<file path="src/rtl/nibble_mul_seq.sv">
`timescale 1ns/1ps
// nibble_mul_seq: serial 8x8 approximate multiplier. One shared 4x4
// sub-multiplier is issued the four nibble quadrants (LL, LH, HL, HH) in turn
// and the shifted partial products are summed into a wrapping 16-bit result.
// Optional build macro: NIBBLE_MUL_ZERO_SKIP_EN. When defined, a quadrant
// with a zero nibble operand is not issued and completes in one cycle.
//
// state | meaning
// IDLE  | waiting for operands, in_ready high
// RUN   | walking quadrants q=0..3 through the sub-multiplier
// DONE  | result presented on out_prod, waiting for out_ready
module nibble_mul_seq #(
  parameter logic [3:0] QMODE   = 4'b1100,
  parameter int         SUB_LAT = 0
) (
  input  logic        clk,
  input  logic        rst_n,
  input  logic        in_valid,
  output logic        in_ready,
  input  logic [7:0]  in_a,
  input  logic [7:0]  in_b,
  output logic        out_valid,
  input  logic        out_ready,
  output logic [15:0] out_prod,
  output logic        busy,
  output logic        sub_req,
  output logic [3:0]  sub_a,
  output logic [3:0]  sub_b,
  output logic        sub_mode,
  input  logic [7:0]  sub_prod
);

  typedef enum logic [1:0] {IDLE, RUN, DONE} state_t;

  localparam logic [1:0] LAT_LAST = 2'(SUB_LAT);

  state_t      state;
  logic [7:0]  a_r;
  logic [7:0]  b_r;
  logic [15:0] acc;
  logic [1:0]  q;
  logic [1:0]  lat_cnt;
  logic        issued;

  logic [1:0]  ld_q;
  logic [3:0]  ld_a;
  logic [3:0]  ld_b;
  logic        ld_skip;
  logic [15:0] term;
  logic [15:0] acc_sum;
  logic        sample;

  // Operands for the quadrant about to be issued: the first one on entry to
  // RUN, afterwards the one following the quadrant that is completing.
  always_comb begin
    ld_q = issued ? (q + 2'd1) : q;
    ld_a = ld_q[1] ? a_r[7:4] : a_r[3:0];
    ld_b = ld_q[0] ? b_r[7:4] : b_r[3:0];
`ifdef NIBBLE_MUL_ZERO_SKIP_EN
    ld_skip = (ld_a == 4'h0) || (ld_b == 4'h0);
`else
    ld_skip = 1'b0;
`endif
  end

  // Shifted partial product of the current quadrant; a skipped quadrant adds 0.
  always_comb begin
    term = 16'h0000;
    if (sub_req) begin
      case (q)
        2'd0:    term = {8'h00, sub_prod};
        2'd1,
        2'd2:    term = {4'h0, sub_prod, 4'h0};
        default: term = {sub_prod, 8'h00};
      endcase
    end
    acc_sum = acc + term;
    sample  = issued && (!sub_req || (lat_cnt == LAT_LAST));
  end

  // Control FSM with registered handshake and sub-multiplier outputs.
  always_ff @(posedge clk) begin
    if (!rst_n) begin
      state     <= IDLE;
      in_ready  <= 1'b1;
      out_valid <= 1'b0;
      out_prod  <= 16'h0000;
      busy      <= 1'b0;
      sub_req   <= 1'b0;
      sub_a     <= 4'h0;
      sub_b     <= 4'h0;
      sub_mode  <= 1'b0;
      a_r       <= 8'h00;
      b_r       <= 8'h00;
      acc       <= 16'h0000;
      q         <= 2'd0;
      lat_cnt   <= 2'd0;
      issued    <= 1'b0;
    end else begin
      case (state)
        IDLE: begin
          in_ready <= 1'b1;
          if (in_valid) begin
            a_r      <= in_a;
            b_r      <= in_b;
            acc      <= 16'h0000;
            q        <= 2'd0;
            lat_cnt  <= 2'd0;
            issued   <= 1'b0;
            in_ready <= 1'b0;
            busy     <= 1'b1;
            state    <= RUN;
          end
        end
        RUN: begin
          if (!issued || (sample && (q != 2'd3))) begin
            sub_a    <= ld_a;
            sub_b    <= ld_b;
            sub_mode <= QMODE[ld_q];
            sub_req  <= !ld_skip;
            lat_cnt  <= 2'd0;
            issued   <= 1'b1;
            if (issued) begin
              acc <= acc_sum;
              q   <= q + 2'd1;
            end
          end else if (sample) begin
            acc       <= acc_sum;
            out_prod  <= acc_sum;
            out_valid <= 1'b1;
            sub_req   <= 1'b0;
            state     <= DONE;
          end else begin
            lat_cnt <= lat_cnt + 2'd1;
          end
        end
        DONE: begin
          if (out_ready) begin
            out_valid <= 1'b0;
            busy      <= 1'b0;
            in_ready  <= 1'b1;
            state     <= IDLE;
          end
        end
        default: state <= IDLE;
      endcase
    end
  end

endmodule

</file>
<file path="config.mk">
export PLATFORM = sky130hd
export DESIGN_NAME = nibble_mul_seq
export DESIGN_NICKNAME = d
export VERILOG_FILES = /design/src/rtl/nibble_mul_seq.sv
export SDC_FILE = /design/constraint.sdc
export NUM_CORES = 1
export LEC_CHECK = 0
export BUFFER_PORTS_ARGS = -buffer_cell sky130_fd_sc_hd__buf_2
export CORE_UTILIZATION = 60
export CTS_BUF_LIST = sky130_fd_sc_hd__clkbuf_4 sky130_fd_sc_hd__clkbuf_8 sky130_fd_sc_hd__clkbuf_16
export DETAILED_ROUTE_END_ITERATION = 6
export PLACE_DENSITY = 0.84
export SYNTH_ARGS = -nofsm -noshare
export SYNTH_HDL_FRONTEND = slang
export SYNTH_SLANG_ARGS = --single-unit
</file>
<file path="constraint.sdc">
create_clock -name clk -period 4.5 [get_ports clk]
set_clock_uncertainty 0.1 [all_clocks]
set_input_delay 0 -clock clk [delete_from_list [all_inputs] [get_ports clk]]
set_output_delay 0 -clock clk [all_outputs]
set_load 0.02 [all_outputs]
</file>
==> flow_summary.yaml <==
clocking:
  cts.root.buffer_cell: "sky130_fd_sc_hd__clkbuf_8"
  htree_num_levels: 3
  worst_skew_pair_latency_ns: 0.35
  path_clk_slew_ns: 0.08
  cts-resized-gates: 0
  cts_inserted_buffers: 9
  cts.sinks: 68
  cts_tree: "built"
  cts.path.max_buffers: 2
layout:
  fillers: 454
  finish.utilization_pct: 72.73
  final_layout_size_suffix_gt1_share_pct: 15.90
  num-nets-final: 545
  sequential_cell_area_um2: 1361
  antenna-diode-count: 0
  multi_input_comb_area_um2: 2115
  synthesis_to_finish_area_growth_pct: 17.12
pwr:
  swShare_pct: 26.81
  comb_power_share_pct: 10.7
  part_of_the_power_in_registers_pct: 48.9
  switchingPower_uw: 346.5
  clkPwrFrac_pct: 40.4
  worst_ir_drop_vdd_mv: 0.2786
  static-leakage-power_uw: 0.001915
  intPower_uw: 946.1
  ratio_of_total_power_to_cell_area_nw_per_um2: 302.0
die:
  fp-row-count: 28
  chipWidth_um: 80.05
  core_region_area_um2: 5886
  num_io_pins: 57
  initial_core_util_pct: 62.10
  fp.dieArea_um2: 6407
  die_height_um: 80.05
yosys:
  seq_area_frac_synth_pct: 37.25
  synth_cells: 442
  ys_async_sr_fraction_pct: 0
  synth.ff_latch_count: 68
  synth_cell_types: 43
  post_synth_main_area_contributors: "sky130_fd_sc_hd__dfxtp_1 (37%), sky130_fd_sc_hd__nand2_1 (7.5%), sky130_fd_sc_hd__ha_1 (6.2%)"
  yosys.area.top_type_share_pct: 37.25
  syn_avg_cell_area_um2: 8.269
  synth_largest_area_cell: "sky130_fd_sc_hd__dfxtp_1"
  post_synth_edffs: 0
  post_synth_most_frequent_cells: "sky130_fd_sc_hd__nand2_1 (73), sky130_fd_sc_hd__dfxtp_1 (68), sky130_fd_sc_hd__nand3_1 (40), sky130_fd_sc_hd__a21boi_0 (23), sky130_fd_sc_hd__o21ai_0 (23)"
  mappedNetlistNets: 489
  postSynth.topFlopCell: "sky130_fd_sc_hd__dfxtp_1"
  post_synth_instance_area_um2: 3655
  synth_warnings: 0
  yosys.cell_count.top_type: "sky130_fd_sc_hd__nand2_1"
setup_path:
  worstRegToRegCells: 12
  path_cells: "inv_1 -> ha_1 -> nor2b_1 -> a22oi_1 -> nor2b_1 -> ha_1 -> a21oi_1 -> o211ai_1 -> a311oi_1 -> a21oi_1 -> or3_1 -> nand3_1"
  worstSetupEndpointType: "register"
  worst_setup_path_start_kind: "register"
  timing.critical_path.slowest_stage_cell: "sky130_fd_sc_hd__dfxtp_1"
  crit-reg2reg-launch: "q[0]$_SDFFE_PN0P_"
  worstPathMaxFanout: 9
  slowest_delay_ns: 0.40
  worst-setup-path-type: "register to register"
  cp_data_arrival_time_ns: 3.46
  reg2reg_to: "acc[15]$_SDFFE_PN0P_"
  reg2reg_slack_ns: 1.24
  crit_path_start: "q[0]$_SDFFE_PN0P_"
  worst_ep_required_time_ns: 4.70
detailed_routing:
  drt-wirelength-per-cell_um: 15.24
  route.antenna.remaining_nets: 0
  vias_per_cell: 5.886
  detail_route.wirelength_um: 8809
  num_vias: 3402
  detail_route.first_pass.iterations: 4
  drcViolationCount: 0
  drt_iter0_markers: 303
job:
  drv_cap: 0
timing:
  finalSetupViolations: 0
  grt_setup_unrepaired: "false"
  relSlewSlack_pct: 26.33
  post-route-period-util_pct: 72.39
  drv_slew: 0
  worst_margin_slew_ns: 1.101
  period_minus_slack_ns: 3.257
  finalHoldWorstSlack_ns: 0.1015
  finalHoldViolations: 0
  fmax_mhz: 307.0
  totalNegativeSetupSlack_ns: 0
global_route:
  number_of_global_route_vias_before_repair: 3201
  globalRoute.totalOverflow: 0
  pin_count_of_the_biggest_net_entering_global_routing: 59
  antenna_found_initial: 0
  grtUsageTotal_pct: 29.32
  grt_pass1_wl_um: 14320
run_status:
  run_status: "completed"
place:
  hpwl_um: 5840
  place_congestion: 0.9724
  place.port_buffers: 56
hold_path:
  hold_path_end: "acc[15]$_SDFFE_PN0P_"
  timing.hold.worst.class: "input port to register"
  worst_min_delay_path_startpoint: "sub_prod[7]"
  min_path_cells: 5
## state kept, by name, summed over array words and instances, names as in the netlist
signal	count
b_r	8
lat_cnt	2
sub_req	1
out_valid	1
sub_b	4
q	2
state	2
sub_a	4
busy	1
sub_mode	1
a_r	8
issued	1
out_prod	16
in_ready	1
acc	16
## cell usage in the layout (no fill, tap or decap), drive strengths merged, types with 2 or more instances in the layout
cell type,count
nor2b,14
a21boi,23
a211oi,2
and2,15
or4b,2
o221ai,4
dfxtp,68
and3,10
o211a,10
nand3,40
inv,9
clkinvlp,2
dlygate4sd3,18
nand4,11
xor2,7
nand4b,4
a31oi,2
buf,58
nor2,13
a21o,2
clkbuf,10
mux2i,10
nand2b,4
o21ai,24
a22oi,9
clkinv,3
xnor2,4
o311ai,2
o21bai,3
o21a,2
o211ai,4
ha,18
nand2,73
a21oi,16
## worst max-delay path by stage
stage / endpoint / slack (ns) / depth (start not counted)
final: acc[15]$_SDFFE_PN0P_ / 1.24 / 12
after global routing: acc[15]$_SDFFE_PN0P_ / 1.04 / 12
after CTS: acc[15]$_SDFFE_PN0P_ / 1.30 / 12
after detailed placement: acc[15]$_SDFFE_PN0P_ / 1.31 / 12
after global placement: acc[15]$_SDFFE_PN0P_ / 1.51 / 12
after floorplan: acc[15]$_SDFFE_PN0P_ / 1.62 / 13
## cells by family after synthesis
family          after synthesis  synth area share, %
simple gates                188                25.71
compound gates              106                20.06
flops                        68                37.25
buf+inv                      40                4.895
fa+ha+maj                    19                6.710
xor+xnor                     11                2.636
mux                          10                2.739
## per-stage QoR
step | instance area (um^2) | cells | total power [uW] | worst slack [ns]
2_1_floorplan | 3655 | 442 | 730.8 | 1.616
6_report | 4280 | 578 | 1293 | 1.243
3_3_place_gp | 3899 | 544 | 764.8 | 1.508
5_1_grt | 4280 | 578 | 1336 | 1.037
4_1_cts | 4280 | 578 | 1293 | 1.299
3_5_place_dp | 3899 | 544 | 768.9 | 1.312
## routing by layer
metal	share of wire [%]	vias up	GRT usage, %
met5	0	-	0
met4	1.8	0	11.43
met3	6.4	15	7.086
met2	50	122	51.88
met1	41	1587	33.78
li1	-	1678	-
## cell type report
cell class / count / area share [%]
Multi-Input combinational cell: 334 / 49.40
Clock buffer: 10 / 3.215
Inverter: 9 / 0.7892
Clock inverter: 6 / 1.491
Tap cell: 75 / 2.192
Timing Repair Buffer: 76 / 11.11
Sequential cell: 68 / 31.80
## what timing repair did
item | 4_1_cts | 5_1_grt
endpoints found under the setup margin | 0 | 0
hold buffers | 18 | 0
endpoints found under the hold margin | 21 | 0
setup buffers | 0 | 0
## worst max-delay path: cells and delay by family (launching register included)
kind            cells  cell delay (ns)
compound gates      5             1.02
simple gates        4             0.92
fa+ha+maj           2             0.70
buf+inv             1             0.06
flops               1             0.40
## power groups by stage
stage	Sequential, uW	Combinational, uW	Clock [uW]
global placement	645	120	0
floorplan	651	80.0	0
detailed placement	646	123	0
global route	635	151	551
CTS	632	136	525
finish	632	138	523
(Power assumes the default switching activity.)
